## src/rtl/ctrl_pkt_arbiter.sv

```systemverilog
// Round-robin packet arbiter merging four control-packet streams into one.
// Define CTRL_ARB_FIXED_PRIO_EN to give source 0 absolute priority in IDLE.
module ctrl_pkt_arbiter #(
  parameter int NUM_SRC   = 4,
  parameter int DATA_W    = 64,
  parameter int MAX_BEATS = 16
) (
  input  logic                        clk,
  input  logic                        core_rst_n,
  input  logic [NUM_SRC*DATA_W-1:0]   s_tdata,
  input  logic [NUM_SRC*DATA_W/8-1:0] s_tkeep,
  input  logic [NUM_SRC-1:0]          s_tvalid,
  input  logic [NUM_SRC-1:0]          s_tlast,
  output logic [NUM_SRC-1:0]          s_tready,
  output logic [DATA_W-1:0]           m_tdata,
  output logic [DATA_W/8-1:0]         m_tkeep,
  output logic                        m_tvalid,
  output logic                        m_tlast,
  input  logic                        m_tready,
  output logic [1:0]                  grant_id,
  output logic                        busy,
  output logic [31:0]                 pkt_count,
  output logic                        len_err
);

  localparam int KW = DATA_W / 8;
  localparam int BW = $clog2(MAX_BEATS + 1);

  typedef enum logic {IDLE, XFER} state_e;

  state_e        state_q, state_d;
  logic [1:0]    grant_q, grant_d;
  logic [1:0]    rr_q, rr_d;
  logic [BW-1:0] beat_q, beat_d;
  logic [31:0]   pkt_q, pkt_d;
  logic          len_err_q, len_err_d;

  logic [1:0]    win, idx;
  logic          win_vld;
  logic          acc, at_max, src_last;

  always_comb begin
    win     = rr_q;
    win_vld = 1'b0;
    idx     = rr_q;
`ifdef CTRL_ARB_FIXED_PRIO_EN
    if (s_tvalid[0]) begin
      win     = 2'd0;
      win_vld = 1'b1;
    end
`endif
    for (int i = 0; i < 4; i++) begin
      idx = rr_q + 2'(i);
`ifdef CTRL_ARB_FIXED_PRIO_EN
      if (!win_vld && idx != 2'd0 && s_tvalid[idx]) begin
`else
      if (!win_vld && s_tvalid[idx]) begin
`endif
        win     = idx;
        win_vld = 1'b1;
      end
    end
  end

  // Beat MAX_BEATS-1 (zero based) is the last one a packet may carry
  assign at_max   = (beat_q == BW'(MAX_BEATS - 1));
  assign src_last = s_tlast[grant_q];

  always_comb begin
    m_tdata  = '0;
    m_tkeep  = '0;
    m_tvalid = 1'b0;
    m_tlast  = 1'b0;
    s_tready = '0;
    if (state_q == XFER) begin
      m_tdata  = s_tdata[int'(grant_q)*DATA_W +: DATA_W];
      m_tkeep  = s_tkeep[int'(grant_q)*KW +: KW];
      m_tvalid = s_tvalid[grant_q];
      m_tlast  = src_last | at_max;
      s_tready[grant_q] = m_tready;
    end
  end

  assign acc = m_tvalid & m_tready;

  always_comb begin
    state_d   = state_q;
    grant_d   = grant_q;
    rr_d      = rr_q;
    beat_d    = beat_q;
    pkt_d     = pkt_q;
    len_err_d = len_err_q;
    unique case (state_q)
      IDLE: begin
        if (win_vld) begin
          grant_d = win;
          state_d = XFER;
        end
      end
      XFER: begin
        if (acc) begin
          if (src_last || at_max) begin
            state_d = IDLE;
            rr_d    = grant_q + 2'd1;
            pkt_d   = pkt_q + 32'd1;
            beat_d  = '0;
            if (!src_last) len_err_d = 1'b1;
          end else begin
            beat_d = beat_q + 1'b1;
          end
        end
      end
    endcase
  end

  always_ff @(posedge clk or negedge core_rst_n) begin
    if (!core_rst_n) begin
      state_q   <= IDLE;
      grant_q   <= '0;
      rr_q      <= '0;
      beat_q    <= '0;
      pkt_q     <= '0;
      len_err_q <= 1'b0;
    end else begin
      state_q   <= state_d;
      grant_q   <= grant_d;
      rr_q      <= rr_d;
      beat_q    <= beat_d;
      pkt_q     <= pkt_d;
      len_err_q <= len_err_d;
    end
  end

  assign grant_id  = grant_q;
  assign busy      = (state_q == XFER);
  assign pkt_count = pkt_q;
  assign len_err   = len_err_q;

endmodule

```

## config.mk

```make
export PLATFORM = sky130hd
export DESIGN_NAME = ctrl_pkt_arbiter
export DESIGN_NICKNAME = d
export VERILOG_FILES = /design/src/rtl/ctrl_pkt_arbiter.sv
export SDC_FILE = /design/constraint.sdc
export NUM_CORES = 1
export LEC_CHECK = 0
export ABC_AREA = 1
export BUFFER_PORTS_ARGS = -buffer_cell sky130_fd_sc_hd__buf_2
export CAP_MARGIN = 20
export CORE_AREA = 3 3 157 159
export CTS_BUF_LIST = sky130_fd_sc_hd__clkbuf_16
export DETAILED_ROUTE_END_ITERATION = 10
export DIE_AREA = 0 0 160 162
export GPL_ROUTABILITY_DRIVEN = 1
export PLACE_DENSITY_LB_ADDON = 0.05
export RECOVER_POWER = 100
export SKIP_LAST_GASP = 1
export SYNTH_ARGS = -nofsm -noshare
export SYNTH_HDL_FRONTEND = slang
export SYNTH_SLANG_ARGS = --single-unit
```

## constraint.sdc

```tcl
create_clock -name clk -period 5.25 [get_ports clk]
set_clock_uncertainty 0.15 [all_clocks]
set_input_delay 0.7875 -clock clk [delete_from_list [all_inputs] [get_ports clk]]
set_output_delay 0.7875 -clock clk [all_outputs]
set_load 0.01 [all_outputs]
```

Word-level counts from Yosys, hierarchy flattened
Index checks and enable logic that the tools add are counted.

operators by class
  add/subtract/negate cells = 6
  order comparisons = 6
  reductions and logical operators = 12
  equality and inequality tests = 1
  mux-type cells = 31
  bitwise operators = 5
  shift-type cells = 2

operators by type and width
  kind                                                                   number
  256-bit by 9-bit variable part select with 64-bit output               1
  64-bit two-way mux                                                     1
  32-bit by 1-bit adder with 32-bit output, second input constant        1
  32-bit by 6-bit variable part select with 8-bit output                 1
  1-bit two-way mux                                                      16
  2-bit by 3-bit < comparator with 1-bit output, second input constant   5
  1-bit binary-select mux with 2-bit select                              6
  8-bit two-way mux                                                      1
  2-bit two-way mux                                                      3
  5-bit by 1-bit adder with 5-bit output, second input constant          1
  5-bit by 4-bit == test with 1-bit output, second input constant        1
  5-bit two-way mux                                                      1
  2-bit by 1-bit adder with 2-bit output, second input constant          2
  2-bit adder, second input constant                                     2
  4-bit bitwise AND                                                      1
  1-bit logical AND                                                      4
  4-bit two-way mux                                                      1
  2-bit AND reduction                                                    2
  4-bit AND reduction                                                    1
  1-bit logical NOT                                                      3
  3-bit AND reduction                                                    1
  1-bit demux with 2-bit select                                          1
  2-bit by 1-bit >= comparator with 1-bit output, second input constant  1
  1-bit NOT                                                              2
  4 further kinds                                                        4

storage, ports and cells
  output and inout port bits = 114
  logic and storage cells = 69
  bits in registers = 43

Longest topological paths before layout
  depth in word-level cells = 14
  mapped depth = 15
  depth with buffers taken out = 14

Worst setup path after synthesis
Ideal clock, no wire load.

  path type = register -> output
  from = register grant_q[0], in the netlist grant_id[0]
  to = output s_tready[0]
  path buffers = 3
  data arrival time = 1541 ps
  stages on the path, launching flop included = 8
  path slack = 2771 ps
  cell sequence = dfrtp_1 > buf_4 > inv_4 > clkbuf_1 > clkbuf_1 > ha_1 > inv_1 > nor2_1

between the ends
  longest elaborated chain between the ends = 6
  elaborated cells between the ends (all ways) = 7
  classes of those cells = order compare: 2; mux: 3; bitwise: 1; reduce/logical: 1

ends and longest elaborated chain
  what                                                                                                                                          line  RTL
  from (decl)                                                                                                                                   32    logic [1:0] grant_q, grant_d;
  from (signal assigned)                                                                                                                        126   grant_q <= grant_d;
  2-bit by 3-bit < comparator with 1-bit output (not written as such) / 2-bit by 1-bit >= comparator with 1-bit output (equally long branches)  80    s_tready[grant_q] = m_tready;
  1-bit logical AND (not written as such)                                                                                                       80
  1-bit two-way mux (not written as such)                                                                                                       80
  1-bit demux with 2-bit select (*)                                                                                                             80
  4-bit bitwise AND (no source line) (*)                                                                                                        --
  4-bit two-way mux (*)                                                                                                                         75    if (state_q == XFER) begin
  to (decl)                                                                                                                                     14    output logic [NUM_SRC-1:0] s_tready,

Every way passes the cells marked *; elsewhere a longest branch is shown, timed or not.

Final worst setup path
  from = register grant_q[0], in the netlist grant_id[0]
  to = register pkt_q[13], in the netlist pkt_count[13]

between the ends
  longest elaborated chain between the ends = 5
  elaborated cells between the ends (all ways) = 8
  classes of those cells = mux: 5; bitwise: 1; reduce/logical: 2

ends and longest elaborated chain
  what                                       line  RTL
  1-bit binary-select mux with 2-bit select  78    m_tvalid = s_tvalid[grant_q];
  1-bit two-way mux (not written as such)    78
  1-bit two-way mux                          75
  1-bit bitwise AND                          84    assign acc = m_tvalid & m_tready;
  3-bit AND reduction (no source line) (*)   --
  to (signal assigned)                       129   pkt_q <= pkt_d;
  to (decl)                                  35    logic [31:0] pkt_q, pkt_d;

Every way passes the cells marked *; elsewhere a longest branch is shown, timed or not. The select of a mux whose other input is x is not followed.
A chain may end at the register's enable or synchronous reset.

==> impl_metrics.py <==
metrics = {
    "setup_path": {
        "path_cells": "buf_4 -> a21oi_1 -> o21ai_0 -> nand2_2 -> nor2_1 -> o21ai_4 -> inv_2 -> nand3_1 -> xnor2_1",
        "crit_path_max_fanout": 79,
        "cp_top_family": "buffers and inverters",
        "critPathMaxStageDelay_ns": 0.97,
        "cp_num_buf_inv": 2,
        "crit_path_start_kind": "register",
        "cp_slowest_cell": "dfrtp_4",
        "cp_data_arrival_time_ns": 4.14,
        "critPathKind": "reg2reg",
        "cp.required_ns": 5.26,
        "end_kind": "register",
    },
    "drt": {
        "ant_nets": 0,
        "wl_per_cell_um": 17.7,
        "drc_errors": 0,
        "drt_iter0_drc": 672,
        "wl_mm": 28.9,
        "vias_per_cell": 4.53,
        "via_count": 7397,
        "first_pass_iters": 7,
    },
    "sta": {
        "finalWorstSetupSlack_ns": 1.12,
        "min_period_over_period_pct": 78.6,
        "max_clock_freq_mhz": 242,
        "drv_slew": 29,
        "rsz0062_at_grt": "no",
        "whs_ns": 0.317,
        "final-hold-violation-count": 0,
        "period_minus_slack_ns": 4.13,
        "slew_headroom_pct": -8.07,
        "setup_viol": 0,
        "setup_tns_ns": 0,
        "worst_pin_slew_ns": 1.62,
    },
    "synthesis": {
        "ys_top_cells_by_area": "nor2_1 (24%), dfrtp_1 (21%), o21ai_0 (14%)",
        "synthArstFlopShare_pct": 100,
        "ys.warnings.count": 0,
        "netlist_instances": 942,
        "synth.distinct_cells": 31,
        "synth_edf_count": 0,
        "yosys.area.top_type": "nor2_1",
        "syn_nets": 1248,
        "synth.avg_cell_area_um2": 5.49,
        "yosysTopAreaCellShare_pct": 23.7,
        "ys_seq_elements": 43,
        "synthFlopType": "dfrtp_1",
        "ys_seq_area_share_pct": 20.8,
        "synth_area_mm2": 0.00517,
    },
    "grt": {
        "grt_pass1_wl_mm": 42.1,
        "overflow": 0,
        "grt_start_max_net_pins": 80,
        "antenna_found_initial": 13,
        "first_global_vias": 6855,
        "grtUsageTotal_pct": 20.4,
    },
    "clocking": {
        "h-tree-depth": 2,
        "cts_buffer_depth": 2,
        "numCtsBuffers": 5,
        "post_cts_buffers": 0,
        "clock_latency_ns": 0.28,
        "cts_tree": "built",
        "postCtsHoldBufs": 0,
        "cts_sinks": 43,
        "clockRootBuffer": "clkbuf_16",
        "ctsResizeCount": 0,
        "cts.clk_slew.worst_paths_ns": 0.06,
    },
    "final_layout": {
        "drive_above_1_share_pct": 24.9,
        "nFillCells": 2860,
        "fin_util_pct": 31.6,
        "area_growth_pct": 42.9,
        "layout.nets": 1612,
        "final_cell_mix": "nor2_1 (327), buf_2 (301), o21ai_0 (149)",
        "final_common_cell": "nor2_1",
    },
    "run": {
        "cap_violations": 1,
    },
    "floorplanning": {
        "num_io_pins": 413,
        "core_area_mm2": 0.0234,
        "fp.dieH_um": 162,
        "row_count": 56,
        "start_util_pct": 22.1,
        "die_area_mm2": 0.0259,
        "die_w_um": 160,
    },
    "power_and_ir_drop": {
        "powerDensity_mw_per_mm2": 448,
        "ir_drop_uv": 159,
        "p_leak_nw": 3.62,
        "fin_total_pwr_mw": 3.31,
    },
    "placement": {
        "place_congestion": 0.887,
        "place.port_buffers": 412,
        "place_ws_ns": 1.52,
        "dp_hpwl_mm": 22.6,
    },
    "hold_path": {
        "hold_path_class": "reg2reg",
    },
    "run_status": {
        "status": "finished with violations",
        "violations": "max-capacitance violations, max-slew violations",
    },
}
[synth_stat cells (2+ instances only)]
cell	n
nor2_1	326
o21ai_0	143
nand2_1	140
a21oi_1	78
dfrtp_1	43
clkbuf_1	38
inv_1	33
nand3_1	22
xor2_1	21
nor3_1	15
buf_2	14
o21ai_1	13
nand4_1	9
xnor2_1	9
ha_1	7
buf_1	4
buf_4	4
nor3_2	4
buf_6	3
inv_2	3
and2_1	2
nand3_2	2
[kinds of logic after synthesis]
| logic type | synth area share, % |
|---|---|
| simple gates | 40.7 |
| compound gates | 23.4 |
| buf+inv | 8.37 |
| flops | 20.8 |
| xor+xnor | 5.08 |
| fa+ha+maj | 1.69 |
[layout make-up]
type / count / area, um^2 / share of cell area [%]
multi-input cells: 799 / 3630 / 49.1
repair buffers: 420 / 1990 / 26.9
well taps: 319 / 399 / 5.40
flip-flops and latches: 43 / 1080 / 14.6
clock inverters: 3 / 12.5 / 0.169
inverters: 37 / 141 / 1.91
clock buffers: 5 / 125 / 1.69
diodes: 6 / 15.0 / 0.203
[stage by stage]
step	instance area (um^2)	std cells
floorplan	5170	942
global placement	7390	1616
detailed placement	7410	1617
CTS	7550	1625
global route	7390	1632
finish	7390	1632
[report_power, final]
group	switching [mW]	leakage, nW	internal (mW)
clock	0.130	0.0762	0.172
combinational	1.62	2.97	0.805
sequential	0.196	0.574	0.393
[registers in the layout (all words and copies together) (netlist names)]
register   cells
busy           1
beat_q         5
pkt_count     32
grant_id       2
rr_q           2
len_err        1
[worst paths after layout]
check                           slack (ns)  cells after the start                    start                        end
worst max-delay path                  1.12                      9  grant_id[0]$_DFFE_PN0P_  pkt_count[13]$_DFFE_PN0P_
worst min-delay path                  0.32                      1    beat_q[3]$_DFFE_PN0P_      beat_q[3]$_DFFE_PN0P_
worst max register to register        1.12                      9  grant_id[0]$_DFFE_PN0P_  pkt_count[13]$_DFFE_PN0P_
worst min register to register        0.32                      1    beat_q[3]$_DFFE_PN0P_      beat_q[3]$_DFFE_PN0P_
max in group asynchronous             2.33                      2               core_rst_n    grant_id[0]$_DFFE_PN0P_
min in group asynchronous             0.44                      1               core_rst_n  pkt_count[28]$_DFFE_PN0P_
[routing by layer]
| metal | GRT usage (%) | wire (um) | part of all wire (%) |
|---|---|---|---|
| met5 | 0 | 63 | 0.22 |
| met4 | 4.06 | 420 | 1.5 |
| met3 | 4.85 | 2060 | 7.1 |
| met2 | 34.2 | 13900 | 48 |
| met1 | 27.0 | 12500 | 43 |
(Power assumes the default switching activity.)
